File: config.mk
export PLATFORM = sky130hd
export DESIGN_NAME = if_id_reg
export DESIGN_NICKNAME = d
export VERILOG_FILES = /design/src/rtl/if_id_reg.sv
export SDC_FILE = /design/constraint.sdc
export NUM_CORES = 1
export LEC_CHECK = 0
export CAP_MARGIN = 5
export CORE_MARGIN = 1.5
export CORE_UTILIZATION = 35
export CTS_BUF_LIST = sky130_fd_sc_hd__clkbuf_16
export DETAILED_ROUTE_END_ITERATION = 7
export HOLD_SLACK_MARGIN = 0.06
export PLACE_DENSITY_LB_ADDON = 0.12
export SKIP_CTS_REPAIR_TIMING = 1
export SYNTH_ARGS = -nofsm -noshare
export SYNTH_HDL_FRONTEND = slang
export SYNTH_SLANG_ARGS = --single-unit
export TNS_END_PERCENT = 30
File: constraint.sdc
create_clock -name clk -period 1.1 [get_ports clk]
set_input_delay 0.22 -clock clk [delete_from_list [all_inputs] [get_ports clk]]
set_output_delay 0.22 -clock clk [all_outputs]
set_load 0.1 [all_outputs]
File: src/rtl/if_id_reg.sv
// F/D pipeline register: captures fetch PC/instruction, flags fetch address errors,
// records the branch-delay-slot bit and honours stall, exception request and eret flush.
module if_id_reg #(
  parameter logic [31:0] PC_RESET   = 32'h0000_3000,
  parameter logic [31:0] HANDLER_PC = 32'h0000_4180,
  parameter logic [31:0] IM_LO      = 32'h0000_3000,
  parameter logic [31:0] IM_HI      = 32'h0000_6ffc,
  parameter logic [4:0]  EXC_ADEL   = 5'd4
) (
  input  logic        clk,
  input  logic        reset,
  input  logic        WE,
  input  logic        Req,
  input  logic        flush,
  input  logic [31:0] F_pc,
  input  logic [31:0] F_instr,
  input  logic        D_is_bj,
  output logic [31:0] D_pc,
  output logic [31:0] D_instr,
  output logic [4:0]  D_exccode,
  output logic        D_bd,
  output logic        D_valid
);

  localparam int unsigned XLEN  = 32;
  localparam int unsigned EXC_W = 5;

  typedef struct packed {
    logic [XLEN-1:0]  pc;
    logic [XLEN-1:0]  instr;
    logic [EXC_W-1:0] exccode;
    logic             bd;
    logic             valid;
  } d_stage_t;

  d_stage_t d_stage_q;
  d_stage_t d_stage_d;
  logic     adel_c;

  // Misaligned and out-of-range fetches collapse into one AdEL condition.
  assign adel_c = (F_pc[1:0] != 2'b00) || (F_pc < IM_LO) || (F_pc > IM_HI);

  // Next-state: Req > flush > WE > hold; bubbles never carry bd or an exception.
  always_comb begin
    d_stage_d = d_stage_q;
    if (Req) begin
      d_stage_d.pc      = HANDLER_PC;
      d_stage_d.instr   = '0;
      d_stage_d.exccode = '0;
      d_stage_d.bd      = 1'b0;
      d_stage_d.valid   = 1'b0;
    end else if (flush) begin
      d_stage_d.pc      = F_pc;
      d_stage_d.instr   = '0;
      d_stage_d.exccode = '0;
      d_stage_d.bd      = 1'b0;
      d_stage_d.valid   = 1'b0;
    end else if (WE) begin
      d_stage_d.pc      = F_pc;
      d_stage_d.instr   = adel_c ? '0 : F_instr;
      d_stage_d.exccode = adel_c ? EXC_ADEL : EXC_W'(0);
      d_stage_d.bd      = D_is_bj;
      d_stage_d.valid   = 1'b1;
    end
  end

  always_ff @(posedge clk) begin
    if (reset) begin
      d_stage_q.pc      <= PC_RESET;
      d_stage_q.instr   <= '0;
      d_stage_q.exccode <= '0;
      d_stage_q.bd      <= 1'b0;
      d_stage_q.valid   <= 1'b0;
    end else begin
      d_stage_q <= d_stage_d;
    end
  end

  assign D_pc      = d_stage_q.pc;
  assign D_instr   = d_stage_q.instr;
  assign D_exccode = d_stage_q.exccode;
  assign D_bd      = d_stage_q.bd;
  assign D_valid   = d_stage_q.valid;

endmodule

==> out/results.ini <==
[hold_path]
min_path_type = primary input to flop

[worst_setup_path]
cpPeakStageDelay_ps = 260
path_cells = clkbuf_2, nor4_2, and3_4, nand4_4, clkbuf_16, o21ai_2
crit_path_end_kind = flop
critPathLaunchType = primary input
required_ps = 1340
critPathArrivalTime_ps = 1430
path_delay_family = simple AND/OR/NAND/NOR gates
critical_path_class = primary input to flop
cp_max_fo = 8
cp_num_buf_inv = 2
cp_slowest_cell = nor4_2

[timing]
finalClockSkew_ps = 0
tns_ps = -1080
rsz0062_at_grt = true
worst_slack_ps = -85.9
fin_crit_sh_pct = 108
final-max-slew-violation-count = 0
max_freq_ghz = 0.843
setup_violations = 35
min_period_ps = 1190
final_hold_viol_count = 0

[global_route]
use_met2_pct = 30.8
overflow = 0
grt_max_degree = 41
grt_first_pass_wirelength_um = 12700
busiest_layer = met2
grt_pass1_vias = 2656
grt_usage_pct = 19.2
antenna_found_initial = 1
met3_usage_pct = 7.58
grtUsageMet1_pct = 23.1

[cells_and_area]
nets = 539
final_cell_area_um2 = 5690
n_fill_cell = 465
syn_to_final_growth_pct = 112
drive_above_1_share_pct = 50.8

[route]
drt_iter0_drc = 71
finalWirelength_um = 9230
first_pass_iters = 4
antenna_left = 0
drc = 0
routedWlPerCell_um = 16.1
viasPerCell = 4.78
num_vias = 2735

[die]
die_h_um = 90.6
die_w_um = 90.6
num_rows = 31
io_pins = 141
fp.dieArea_um2 = 8200
core_um2 = 7330
start_util_pct = 36.6

[cts]
tritoncts = built
cts_buffer_depth = 2
cts_root_buffer = clkbuf_16
h-tree-depth = 3
numCtsBuffers = 9
clkSinkCount = 67
clkLatencyLatePin_ps = 320
clk_pin_slew_worst_paths_ps = 50

[logic_synthesis]
synth_area_per_cell_um2 = 8.77
synth.yosys.seq_area_share_pct = 50.0
ys_types = 27
ys_ff_latch = 67
syn_area_um2 = 2680
netlist_instances = 306
yosys_warnings = 0

[place]
place_congestion = 0.730
io_buffers = 136
dpl_worst_slack_ps = -646
post-dp-hpwl_um = 5590
postPlaceCellArea_um2 = 5010

[power_and_ir_drop]
leakage_uw = 0.00238
ir_worst_vdd_mv = 0.945
power_uw = 6350
powerDensity_nw_per_um2 = 1120

[job]
max-cap-violations = 0

[status]
violations = setup timing
status = finished, violations left

final cells by class:
cell class	count	area [um2]	share of cell area, %
repair buffers	177	2610	45.8
flip-flops and latches	67	1420	25.0
multi-input cells	213	1280	22.6
clock buffers	9	225	3.96
well taps	99	124	2.18
clock inverters	5	22.5	0.396
inverters	1	3.75	0.0660
diodes	1	2.50	0.0440
flip-flops by register name, summed over array words and instances, names as in the netlist:
name,count
D_instr,32
D_pc,32
D_bd,1
D_exccode,1
D_valid,1
synthesized netlist by cell type:
library cell	n	area share [%]
or3_1	1	0.23
nor4b_1	1	0.33
buf_2	6	1.1
nand4_2	1	0.47
buf_6	8	3.4
nand2_1	93	13
xnor2_1	1	0.33
and3_1	1	0.23
nor2_1	4	0.56
a31oi_1	3	0.70
o211a_1	1	0.37
nand3b_1	32	9.0
conb_1	1	0.14
clkbuf_1	8	1.1
a21oi_1	27	5.0
mux2i_1	3	1.1
o21bai_1	2	0.56
o21ai_0	3	0.56
or2_1	1	0.23
nor2_4	1	0.42
o21ai_2	20	6.5
inv_1	1	0.14
nor4_1	4	0.93
o21ai_1	9	1.7
buf_4	6	1.7
or2_2	1	0.23
dfxtp_1	67	50
worst reg2reg max path, cell delays in order, from the launching register on:
cell,delay [ps]
dfxtp_2,340
nand3b_1,130
o21ai_2,80
final timing paths:
kind	slack, ps	to	from	cells after the start
worst max-delay path	-90	D_instr[12]$_SDFFE_PP0P_	F_pc[25]	6
worst min-delay path	140	D_pc[23]$_SDFFE_PP0P_	F_pc[23]	3
worst max register to register	440	D_instr[12]$_SDFFE_PP0P_	D_instr[12]$_SDFFE_PP0P_	2
worst min register to register	470	D_pc[24]$_SDFFE_PP0P_	D_pc[24]$_SDFFE_PP0P_	2
report_power, final:
part	switching [uW]	internal [uW]	total, uW
Sequential	57.9	2500	2560
Combinational	758	611	1370
Clock	955	1470	2420
cells in the final DEF (no fill, tap or decap), drive strengths merged:
cell type | netlist | final
buf | 20 | 101
nand4 | 1 | 1
inv | 1 | 1
xnor2 | 1 | 1
clkinv | 0 | 5
nor4b | 1 | 1
or3 | 1 | 1
o21ai | 32 | 32
nor2 | 5 | 5
o211a | 1 | 1
o21bai | 2 | 2
and3 | 1 | 1
diode | 0 | 1
a21oi | 27 | 27
clkdlybuf4s50 | 0 | 43
a31oi | 3 | 3
mux2i | 3 | 3
nor4 | 4 | 4
nand2 | 93 | 93
clkbuf | 8 | 25
dfxtp | 67 | 67
conb | 1 | 4
nand3b | 32 | 32
or2 | 2 | 2
dlymetal6s2s | 0 | 17
through the flow:
stage               utilization [%]  std cells  hold slack, ps
CTS                            71.7        556             441
global placement               68.3        542             458
global route                   77.6        572             135
detailed placement             68.3        542             465
floorplan                         -        309             282
finish                         77.6        572             138
cells by family after synthesis:
family,after synthesis,share of synthesized area (%)
and+or+nand+nor,140,25.6
DFF,67,50.0
AOI/OAI and AO/OA,65,15.4
buffers and inverters,29,7.41
muxes,3,1.12
xor gates and xnor gates,1,0.326
other,1,0.140
routing by layer:
metal,up-vias,wire [um]
li1,1348,-
met1,1279,3800
met2,102,4500
met3,6,838
met4,0,86
met5,-,0
No activity file was read; power rests on OpenSTA's default activity.
